File: src/rtl/video_dram_arbiter_pkg.sv
// Shared definitions for the video DRAM arbiter.
//   - cyc_e       : owner of the current DRAM cycle (IDLE / VIDEO / CPU / RFSH)
//   - DRAM_AW/DW  : DRAM word address and data widths
//   - Bw*         : video bandwidth encodings
//   - bw_to_mask  : bandwidth -> slot mask; a slot belongs to video when (slot & mask) == 0
package video_dram_arbiter_pkg;

    localparam int unsigned DRAM_AW = 21;
    localparam int unsigned DRAM_DW = 16;

    localparam logic [1:0] BwEighth  = 2'b00;
    localparam logic [1:0] BwQuarter = 2'b01;
    localparam logic [1:0] BwHalf    = 2'b10;
    localparam logic [1:0] BwFull    = 2'b11;

    typedef enum logic [1:0] {
        CycIdle  = 2'd0,
        CycVideo = 2'd1,
        CycCpu   = 2'd2,
        CycRfsh  = 2'd3
    } cyc_e;

    function automatic logic [2:0] bw_to_mask(input logic [1:0] bw);
        logic [2:0] mask;
        unique case (bw)
            BwEighth:  mask = 3'b111;
            BwQuarter: mask = 3'b011;
            BwHalf:    mask = 3'b001;
            BwFull:    mask = 3'b000;
        endcase
        return mask;
    endfunction

endpackage

File: src/rtl/video_dram_rfsh_timer.sv
// Refresh scheduling for the video DRAM arbiter.
// Counts DRAM cycles (cend pulses); every RFSH_PERIOD cycles a refresh becomes pending.
// While pending, an age counter saturating at RFSH_FORCE tracks how long it has waited.
// Ports:
//   i_clk, i_rst_n     : clock, asynchronous active-low reset
//   i_cend             : last clk of a DRAM cycle
//   i_grant            : refresh granted at this cend
//   o_rfsh_pending     : a refresh is waiting
//   o_rfsh_urgent      : pending and aged to RFSH_FORCE, outranks the CPU
module video_dram_rfsh_timer #(
    parameter int unsigned RFSH_PERIOD = 64,
    parameter int unsigned RFSH_FORCE  = 16
) (
    input  logic i_clk,
    input  logic i_rst_n,
    input  logic i_cend,
    input  logic i_grant,
    output logic o_rfsh_pending,
    output logic o_rfsh_urgent
);

    localparam int unsigned CntW = (RFSH_PERIOD > 1) ? $clog2(RFSH_PERIOD) : 1;
    localparam int unsigned AgeW = (RFSH_FORCE > 0) ? $clog2(RFSH_FORCE + 1) : 1;
    localparam logic [CntW-1:0] CntLast = CntW'(RFSH_PERIOD - 1);
    localparam logic [AgeW-1:0] AgeMax  = AgeW'(RFSH_FORCE);

    logic [CntW-1:0] r_cnt;
    logic [AgeW-1:0] r_age;
    logic            r_pending;
    logic            w_wrap;

    assign w_wrap = i_cend && (r_cnt == CntLast);

    always_ff @(posedge i_clk or negedge i_rst_n) begin
        if (!i_rst_n) begin
            r_cnt <= '0;
        end else if (i_cend) begin
            r_cnt <= w_wrap ? '0 : r_cnt + 1'b1;
        end
    end

    // A new request arriving on the same cend as a grant survives the grant.
    // A request while one is already pending is simply absorbed.
    always_ff @(posedge i_clk or negedge i_rst_n) begin
        if (!i_rst_n) begin
            r_pending <= 1'b0;
            r_age     <= '0;
        end else if (i_cend) begin
            if (i_grant) begin
                r_pending <= w_wrap;
                r_age     <= '0;
            end else if (r_pending) begin
                if (r_age < AgeMax) begin
                    r_age <= r_age + 1'b1;
                end
            end else if (w_wrap) begin
                r_pending <= 1'b1;
                r_age     <= '0;
            end
        end
    end

    assign o_rfsh_pending = r_pending;
    assign o_rfsh_urgent  = r_pending && (r_age >= AgeMax);

endmodule

File: src/rtl/video_dram_arbiter.sv
// DRAM cycle arbiter between video fetch, CPU and refresh.
// Each DRAM cycle ends with a one-clk cend pulse; the owner for the following cycle is
// decided on that clk and the DRAM request outputs are registered at the same edge.
// Read data returns at the cend closing the access and is registered to the requester.
// Ports:
//   i_clk, i_rst_n                       : 28 MHz clock, asynchronous active-low reset
//   i_cend, i_pre_cend                   : last clk / clk before last of a DRAM cycle
//   i_video_go, i_video_bw, i_video_addr : video fetch request side
//   o_video_next, o_video_strobe, o_video_data : video grant and returned word
//   i_cpu_req, i_cpu_rnw, i_cpu_addr, i_cpu_wrdata : CPU request side
//   o_cpu_next, o_cpu_strobe, o_cpu_rddata : CPU grant and read return
//   o_dram_req, o_dram_rnw, o_dram_rfsh, o_dram_addr, o_dram_wrdata : DRAM controller request
//   i_dram_rddata                        : DRAM read data, valid at cend of the access
module video_dram_arbiter
    import video_dram_arbiter_pkg::*;
#(
    parameter int unsigned RFSH_PERIOD = 64,
    parameter int unsigned RFSH_FORCE  = 16
) (
    input  logic               i_clk,
    input  logic               i_rst_n,
    input  logic               i_cend,
    input  logic               i_pre_cend,
    input  logic               i_video_go,
    input  logic [1:0]         i_video_bw,
    input  logic [DRAM_AW-1:0] i_video_addr,
    output logic               o_video_next,
    output logic               o_video_strobe,
    output logic [DRAM_DW-1:0] o_video_data,
    input  logic               i_cpu_req,
    input  logic               i_cpu_rnw,
    input  logic [DRAM_AW-1:0] i_cpu_addr,
    input  logic [DRAM_DW-1:0] i_cpu_wrdata,
    output logic               o_cpu_next,
    output logic               o_cpu_strobe,
    output logic [DRAM_DW-1:0] o_cpu_rddata,
    output logic               o_dram_req,
    output logic               o_dram_rnw,
    output logic               o_dram_rfsh,
    output logic [DRAM_AW-1:0] o_dram_addr,
    output logic [DRAM_DW-1:0] o_dram_wrdata,
    input  logic [DRAM_DW-1:0] i_dram_rddata
);

    cyc_e               r_cyc;
    cyc_e               w_cyc_d;
    logic [2:0]         r_slot;
    logic [2:0]         r_mask;
    logic               w_video_slot;
    logic               w_video_grant;
    logic               w_cpu_grant;
    logic               w_rfsh_grant;
    logic               w_rfsh_pending;
    logic               w_rfsh_urgent;

    logic               r_video_strobe;
    logic [DRAM_DW-1:0] r_video_data;
    logic               r_cpu_strobe;
    logic [DRAM_DW-1:0] r_cpu_rddata;
    logic               r_dram_req;
    logic               r_dram_rnw;
    logic               r_dram_rfsh;
    logic [DRAM_AW-1:0] r_dram_addr;
    logic [DRAM_DW-1:0] r_dram_wrdata;

    video_dram_rfsh_timer #(
        .RFSH_PERIOD (RFSH_PERIOD),
        .RFSH_FORCE  (RFSH_FORCE)
    ) u_rfsh_timer (
        .i_clk          (i_clk),
        .i_rst_n        (i_rst_n),
        .i_cend         (i_cend),
        .i_grant        (w_rfsh_grant),
        .o_rfsh_pending (w_rfsh_pending),
        .o_rfsh_urgent  (w_rfsh_urgent)
    );

    // Mask is captured one clk early so the slot compare at cend is a short path.
    always_ff @(posedge i_clk or negedge i_rst_n) begin
        if (!i_rst_n) begin
            r_mask <= bw_to_mask(BwEighth);
        end else if (i_pre_cend) begin
            r_mask <= bw_to_mask(i_video_bw);
        end
    end

    always_ff @(posedge i_clk or negedge i_rst_n) begin
        if (!i_rst_n) begin
            r_slot <= 3'd0;
        end else if (i_cend) begin
            r_slot <= i_video_go ? r_slot + 3'd1 : 3'd0;
        end
    end

    assign w_video_slot = i_video_go && ((r_slot & r_mask) == 3'b000);

    // Cycle-owner FSM: state register
    always_ff @(posedge i_clk or negedge i_rst_n) begin
        if (!i_rst_n) begin
            r_cyc <= CycIdle;
        end else begin
            r_cyc <= w_cyc_d;
        end
    end

    // Cycle-owner FSM: arbitration at cend
    always_comb begin
        w_cyc_d       = r_cyc;
        w_video_grant = 1'b0;
        w_cpu_grant   = 1'b0;
        w_rfsh_grant  = 1'b0;
        if (i_cend) begin
            if (w_video_slot) begin
                w_cyc_d = CycVideo;
            end else if (w_rfsh_urgent) begin
                w_cyc_d = CycRfsh;
            end else if (i_cpu_req) begin
                w_cyc_d = CycCpu;
            end else if (w_rfsh_pending) begin
                w_cyc_d = CycRfsh;
            end else begin
                w_cyc_d = CycIdle;
            end
            w_video_grant = (w_cyc_d == CycVideo);
            w_cpu_grant   = (w_cyc_d == CycCpu);
            w_rfsh_grant  = (w_cyc_d == CycRfsh);
        end
    end

    // Grants are combinational; gating with reset keeps every output low while held in reset.
    assign o_video_next = w_video_grant && i_rst_n;
    assign o_cpu_next   = w_cpu_grant && i_rst_n;

    always_ff @(posedge i_clk or negedge i_rst_n) begin
        if (!i_rst_n) begin
            r_dram_req    <= 1'b0;
            r_dram_rnw    <= 1'b0;
            r_dram_rfsh   <= 1'b0;
            r_dram_addr   <= '0;
            r_dram_wrdata <= '0;
        end else if (i_cend) begin
            unique case (w_cyc_d)
                CycVideo: begin
                    r_dram_req  <= 1'b1;
                    r_dram_rnw  <= 1'b1;
                    r_dram_rfsh <= 1'b0;
                    r_dram_addr <= i_video_addr;
                end
                CycCpu: begin
                    r_dram_req    <= 1'b1;
                    r_dram_rnw    <= i_cpu_rnw;
                    r_dram_rfsh   <= 1'b0;
                    r_dram_addr   <= i_cpu_addr;
                    r_dram_wrdata <= i_cpu_wrdata;
                end
                CycRfsh: begin
                    r_dram_req  <= 1'b0;
                    r_dram_rfsh <= 1'b1;
                end
                CycIdle: begin
                    r_dram_req  <= 1'b0;
                    r_dram_rfsh <= 1'b0;
                end
            endcase
        end
    end

    // Return path: r_cyc and r_dram_rnw still describe the cycle closing at this cend.
    always_ff @(posedge i_clk or negedge i_rst_n) begin
        if (!i_rst_n) begin
            r_video_strobe <= 1'b0;
            r_video_data   <= '0;
            r_cpu_strobe   <= 1'b0;
            r_cpu_rddata   <= '0;
        end else begin
            r_video_strobe <= i_cend && (r_cyc == CycVideo);
            r_cpu_strobe   <= i_cend && (r_cyc == CycCpu) && r_dram_rnw;
            if (i_cend && (r_cyc == CycVideo)) begin
                r_video_data <= i_dram_rddata;
            end
            if (i_cend && (r_cyc == CycCpu) && r_dram_rnw) begin
                r_cpu_rddata <= i_dram_rddata;
            end
        end
    end

    assign o_video_strobe = r_video_strobe;
    assign o_video_data   = r_video_data;
    assign o_cpu_strobe   = r_cpu_strobe;
    assign o_cpu_rddata   = r_cpu_rddata;
    assign o_dram_req     = r_dram_req;
    assign o_dram_rnw     = r_dram_rnw;
    assign o_dram_rfsh    = r_dram_rfsh;
    assign o_dram_addr    = r_dram_addr;
    assign o_dram_wrdata  = r_dram_wrdata;

endmodule

File: config.mk
export PLATFORM = sky130hd
export DESIGN_NAME = video_dram_arbiter
export DESIGN_NICKNAME = d
export VERILOG_FILES = /design/src/rtl/video_dram_arbiter_pkg.sv /design/src/rtl/video_dram_rfsh_timer.sv /design/src/rtl/video_dram_arbiter.sv
export SDC_FILE = /design/constraint.sdc
export NUM_CORES = 1
export LEC_CHECK = 0
export ABC_AREA = 1
export BUFFER_PORTS_ARGS = -buffer_cell sky130_fd_sc_hd__buf_2
export CORE_MARGIN = 8
export CORE_UTILIZATION = 52
export CTS_CLUSTER_DIAMETER = 50
export CTS_CLUSTER_SIZE = 14
export DETAILED_ROUTE_END_ITERATION = 8
export PLACE_DENSITY = 0.83
export SYNTH_ARGS = -nofsm -noshare
export SYNTH_HDL_FRONTEND = slang
export SYNTH_SLANG_ARGS = --single-unit
export TNS_END_PERCENT = 10
File: constraint.sdc
create_clock -name i_clk -period 6.6 [get_ports i_clk]
set_clock_uncertainty 0.1 [all_clocks]
set_input_delay 0.33 -clock i_clk [delete_from_list [all_inputs] [get_ports i_clk]]
set_output_delay 0.33 -clock i_clk [all_outputs]
set_load 0.05 [all_outputs]
## Word level (Yosys, flattened, before mapping)

Index checks and enable logic that the tools add are counted.

| operators by class | value |
|---|---|
| add/sub/neg operators | 3 |
| multipliers | 0 |
| div/mod/pow operators | 0 |
| $lt $le $gt $ge | 2 |
| equality and inequality tests | 13 |
| shift-type cells | 0 |
| mux-type cells | 23 |
| bitwise operators | 1 |
| reductions and logical operators | 19 |

Operators with widths:

| operator | count |
|---|---|
| $pmux W21 S2 | 1 |
| $mux W5 | 4 |
| $eq A2 B2 Y1 const B | 7 |
| $mux W2 | 6 |
| $pmux W3 S4 | 1 |
| $eq A2 B1 Y1 const B | 4 |
| $logic_and A1 B1 Y1 | 8 |
| $add A6 B1 Y6 const B | 1 |
| $eq A6 B6 Y1 const B | 1 |
| $mux W1 | 6 |
| $mux W6 | 1 |
| $pmux W1 S2 | 3 |
| $add A5 B1 Y5 const B | 1 |
| $ge A5 B5 Y1 const B | 1 |
| $lt A5 B5 Y1 const B | 1 |
| $logic_not A2 Y1 | 2 |
| $reduce_and A2 Y1 | 2 |
| $reduce_or A2 Y1 | 2 |
| $add A3 B1 Y3 const B | 1 |
| $and A3 B3 Y3 | 1 |
| $logic_not A3 Y1 | 1 |
| $mux W3 | 1 |
| $ne A3 B2 Y1 const B | 1 |
| $reduce_and A3 Y1 | 1 |
| other kinds (3) | 3 |

| word-level totals | value |
|---|---|
| register bits after elaboration | 94 |
| latch bits | 0 |
| memory bits (writable) | 0 |
| memory bits (read-only) | 0 |
| input port bits | 83 |
| output and inout bits | 76 |
| memories kept | 0 |

## Logic depth before layout (Yosys ltp)

| depth | value |
|---|---|
| word-level depth | 9 |
| gate-level depth with buffers | 12 |

## Hierarchy

From an unflattened synthesis, not the netlist that was laid out.

| unflattened totals | value |
|---|---|
| cells, all modules | 431 |
| area total of the unflattened synthesis | 4020.1 um^2 |

Modules (own cells, without submodules):

| module | instances | cells each | area an instance (um^2) | seq. area each (um^2) |
|---|---|---|---|---|
| video_dram_arbiter | 1 | 346 | 3357.0 | 2055.7 |
| video_dram_rfsh_timer | 1 | 85 | 663.1 | 300.3 |

## Worst setup path before layout

No wires, ideal clock.

| timing path | value |
|---|---|
| path type | register -> output |
| start point | register r_mask[0] |
| end point | output o_cpu_next |
| arrival | 1.838 ns |
| data required time | 6.170 ns |
| setup slack | 4.332 ns |
| stages on the path, launching flop included | 7 |
| cells stage by stage | dfstp_2 -> nand2_1 -> nand2_1 -> inv_1 -> nand2_1 -> nand2_1 -> nor3_1 |

| between the ends | value |
|---|---|
| cells in the longest elaborated chain, start to end | 8 |

RTL lines:

| what | line | RTL |
|---|---|---|
| start: declaration | video_dram_arbiter.sv:48 | `logic [2:0] r_mask;` |
| start signal: assignment | video_dram_arbiter.sv:81 | `r_mask <= bw_to_mask(BwEighth);` |
| start signal: assignment | video_dram_arbiter.sv:83 | `r_mask <= bw_to_mask(i_video_bw);` |
| $and A3 B3 Y3 | video_dram_arbiter.sv:95 | `assign w_video_slot = i_video_go && ((r_slot & r_mask) == 3'b000);` |
| $logic_not A3 Y1 | video_dram_arbiter.sv:95 |  |
| $logic_and A1 B1 Y1 | video_dram_arbiter.sv:95 |  |
| $mux W2 | video_dram_arbiter.sv:113 | `if (w_video_slot) begin` |
| $mux W2 | video_dram_arbiter.sv:112 | `if (i_cend) begin` |
| $eq A2 B2 Y1 | video_dram_arbiter.sv:125 | `w_cpu_grant = (w_cyc_d == CycCpu);` |
| $mux W1 | video_dram_arbiter.sv:112 |  |
| $logic_and A1 B1 Y1 | video_dram_arbiter.sv:132 | `assign o_cpu_next = w_cpu_grant && i_rst_n;` |
| end: declaration | video_dram_arbiter.sv:34 | `output logic o_cpu_next,` |

No other way between the ends. The select of a mux whose other input is x is not followed.

## Final worst setup path

| timing path | value |
|---|---|
| start point | register r_mask[0] |
| end point | register r_dram_addr[11], in the netlist o_dram_addr[11] |

| between the ends | value |
|---|---|
| cells in the longest elaborated chain, start to end | 9 |

RTL lines:

| what | line | RTL |
|---|---|---|
| $and A3 B3 Y3 (*) | video_dram_arbiter.sv:95 |  |
| $logic_not A3 Y1 (*) | video_dram_arbiter.sv:95 |  |
| $logic_and A1 B1 Y1 (*) | video_dram_arbiter.sv:95 |  |
| $mux W2 (*) | video_dram_arbiter.sv:113 |  |
| $mux W2 (*) (2 in a row) | video_dram_arbiter.sv:112 |  |
| net w_cyc_d[1] | video_dram_arbiter.sv:46 | `cyc_e w_cyc_d;` |
| $eq A2 B2 Y1 / $eq A2 B1 Y1 (equally long branches) | video_dram_arbiter.sv:142 | `unique case (w_cyc_d)` |
| $reduce_bool A2 Y1 (no line) | -- |  |
| $reduce_and A2 Y1 (no line) | -- |  |
| end signal: assignment | video_dram_arbiter.sv:147 | `r_dram_addr <= i_video_addr;` |
| end signal: assignment | video_dram_arbiter.sv:153 | `r_dram_addr <= i_cpu_addr;` |
| end: declaration | video_dram_arbiter.sv:63 | `logic [DRAM_AW-1:0] r_dram_addr;` |

The timed path passes the listed nets; every way through them passes the cells marked *. The select of a mux whose other input is x is not followed.
A chain may end at the register's enable or synchronous reset.

==> results.tsv <==
stage	metric	value	unit
cells_and_area	# fillers	611	
cells_and_area	register area	0.00236	mm2
clock_tree	CTS Buf Count	9	
sta	final setup fails	0	
job	max cap viols	0	
grt	number of global-route vias before repair	3726	
clock_tree	clock slew at reported path FFs	0.10	ns
worst_hold_path	hold path start	i_video_bw[1]	
cells_and_area	final antenna diode count	0	
cells_and_area	NumNets Final	666	
sta	post-route setup TNS	0	ns
synth	FF+latch count, synth	94	
clock_tree	cts repair resizes	0	
pwr	worst vdd ir	0.336	mV
critical_path	crit path max fanout	22	
clock_tree	number of H-tree levels	3	
critical_path	worst path arrival time	3.13	ns
sta	fmax	333	MHz
synth	syn avg cell area	9.61	um2
critical_path	CP Capture Type	flop	
placement	I/O Buffers	158	
synth	Syn Nets	513	
floorplan	die width	105	um
floorplan	I/O Pins	159	
cells_and_area	Area Overhead vs Synth	25.0	%
routing	DRC viols	0	
grt	Total Routing Usage GR	19.2	%
routing	first drt pass iteration count	4	
cells_and_area	share of cells above drive strength 1	37.1	%
routing	DR iter-0 viols	148	
placement	DPL Wire Length	7810	um
floorplan	Die Height	105	um
routing	WL final	10300	um
routing	vias	3462	
clock_tree	clk_lat worst skew	0.36	ns
critical_path	Critical Path Start Type	flop	
routing	antenna-violating nets left	0	
synth	ys async rst share	100	%
pwr	Leakage	2.75	nW
floorplan	die area	0.0109	mm2
floorplan	num rows	32	
synth	sequential area share after synthesis	57.8	%
sta	max_slew headroom	39.4	%
sta	Final min period	3.00	ns
synth	Syn. warnings	0	
placement	gpl congestion	0.808	
sta	final hold vios	0	
critical_path	Crit Reg-Reg Startpoint	r_mask[0]	
synth	Post-synth EDFFs	0	
sta	actual slew at the worst max-slew pin	0.909	ns
placement	Post-DP Area	0.00490	mm2
clock_tree	clock sink count	94	
floorplan	CORE AREA	0.00765	mm2
cells_and_area	final instance area	0.00509	mm2
worst_hold_path	HP Class	in2reg	
synth	Netlist cell types	34	
routing	vias per cell	5.06	
critical_path	CP required	6.73	ns
floorplan	starting density of the core	53.3	%
sta	Hold Slack	0.0325	ns
critical_path	Critical Path Start	r_mask[0]	
routing	Wirelength per Cell	15.1	um
sta	RSZ-0062 raised after global routing	no	
grt	grt ovf	0	
sta	Final Max Slew Viols	0	
grt	first-pass GRT wire length	17400	um
cells_and_area	area of the multi-input gates	0.00146	mm2
clock_tree	post-CTS setup buffer count	0	
synth	cell area after synthesis	0.00408	mm2
grt	largest net degree at the start of global routing	74	
synth	Primary FF master, synth	dfrtp_1	
clock_tree	CTS Buffer Depth	2	
sta	fin crit share	45.5	%
grt	initial antenna violation count	0	
run_status	status	completed	
pwr	total power draw	2.76	mW
clock_tree	clock root buffer	clkbuf_8	
synth	Mapped Cells	424	
cells_and_area	fin util	66.6	%
pwr	Power Dens Cells	542	mW/mm2
clock_tree	CTS tree	built	
critical_path	critical path class	reg2reg	
==> synthesized netlist by cell type (2+ instances only) <==
| cell type | n | area [um2] |
|---|---|---|
| nand2_1 | 95 | 357 |
| dfrtp_1 | 91 | 2280 |
| o21ai_0 | 58 | 290 |
| inv_1 | 37 | 139 |
| nor2_1 | 36 | 135 |
| mux2_2 | 14 | 158 |
| nand3_1 | 14 | 70.1 |
| o21ai_2 | 13 | 114 |
| o21ai_1 | 8 | 40.0 |
| clkbuf_1 | 7 | 26.3 |
| a21oi_1 | 6 | 30.0 |
| ha_1 | 6 | 75.1 |
| buf_2 | 5 | 25.0 |
| a31oi_1 | 3 | 18.8 |
| buf_6 | 3 | 33.8 |
| dfstp_2 | 3 | 78.8 |
| buf_4 | 2 | 15.0 |
| inv_2 | 2 | 7.51 |
| mux2_1 | 2 | 22.5 |
| nand4_1 | 2 | 12.5 |
| nor2_4 | 2 | 22.5 |
| nor3_1 | 2 | 10.0 |
| o21bai_1 | 2 | 15.0 |
==> worst max-delay path, stage by stage (launching register included) <==
cell	delay, ns
dfstp_2	0.54
nand2_1	0.04
nand2_1	0.06
inv_1	0.03
nand2_1	0.11
nand2_1	0.09
o21ai_0	0.40
ha_1	0.66
inv_1	0.49
nor2_1	0.21
o21ai_0	0.12
==> path summary, 6_finish.rpt <==
check | endpoint | slack [ns] | cells past startpoint
min in group asynchronous | o_cpu_rddata[6] | 0.29 | 2
worst min register to register | o_video_data[6] | 0.39 | 2
max in group asynchronous | o_dram_wrdata[11] | 4.91 | 3
worst max-delay path | o_dram_addr[11] | 3.60 | 10
worst max register to register | o_dram_addr[11] | 3.60 | 10
worst min-delay path | r_mask[0] | 0.03 | 2
==> layout make-up <==
cell class | instances | share of cell area [%]
well taps | 102 | 2.51
inverters | 40 | 3.00
repair buffers | 160 | 15.9
clock inverters | 5 | 0.835
multi-input cells | 272 | 28.7
flip-flops and latches | 94 | 46.3
clock buffers | 11 | 2.78
==> state kept, by name (all words and copies together) (netlist names), 2 cells and up <==
register            cells
r_cyc                   2
r_mask                  3
o_dram_addr            21
u_rfsh_timer.r_age      5
r_slot                  3
o_video_data           16
u_rfsh_timer.r_cnt      6
o_dram_wrdata          16
o_cpu_rddata           16
==> layer usage <==
| metal | share of wire [%] | GRT usage (%) | vias up |
|---|---|---|---|
| met5 | 0 | 0 | - |
| met4 | 1.2 | 6.72 | 0 |
| met3 | 7.6 | 6.45 | 12 |
| met2 | 51 | 33.5 | 132 |
| met1 | 40 | 21.4 | 1639 |
| li1 | - | - | 1679 |
==> metrics by stage <==
stage          worst slack (ns)  instances
2_1_floorplan              4.33        424
3_3_place_gp               3.84        667
3_5_place_dp               3.62        667
4_1_cts                    3.58        684
5_1_grt                    3.21        684
6_report                   3.60        684
==> placed cells by master (no fill, tap or decap), types with 3 or more instances in the layout <==
master / Yosys / routed
clkbuf_8: 0 / 10
ha_1: 6 / 6
nand2_1: 95 / 95
mux2_2: 14 / 14
a31oi_1: 3 / 3
dfrtp_1: 91 / 91
inv_1: 37 / 37
o21ai_0: 58 / 58
o21ai_2: 13 / 13
a21oi_1: 6 / 6
buf_2: 5 / 157
o21ai_1: 8 / 8
nor2_1: 36 / 36
nand3_1: 14 / 14
dfstp_2: 3 / 3
==> kinds of logic (layout without fill, tap and decap cells) <==
kind of cell,Yosys count,count (layout),synth area share (%)
AOI/OAI and AO/OA,92,92,12.8
adders and majority gates,6,6,1.84
buffers and inverters,58,216,6.32
DFF,94,94,57.8
muxes,16,16,4.42
and+or+nand+nor,158,158,16.8
==> where the power goes <==
group / switching, mW / total, mW / internal (mW)
Sequential: 0.148 / 0.968 / 0.820
Combinational: 1.11 / 1.44 / 0.326
Clock: 0.202 / 0.355 / 0.152
==> repair_timing <==
| item | 4_1_cts | 5_1_grt |
|---|---|---|
| hold buffers | 1 | 0 |
| setup endpoints to repair | 0 | 0 |
| endpoints found under the hold margin | 21 | 0 |
No activity file was read; power rests on OpenSTA's default activity.
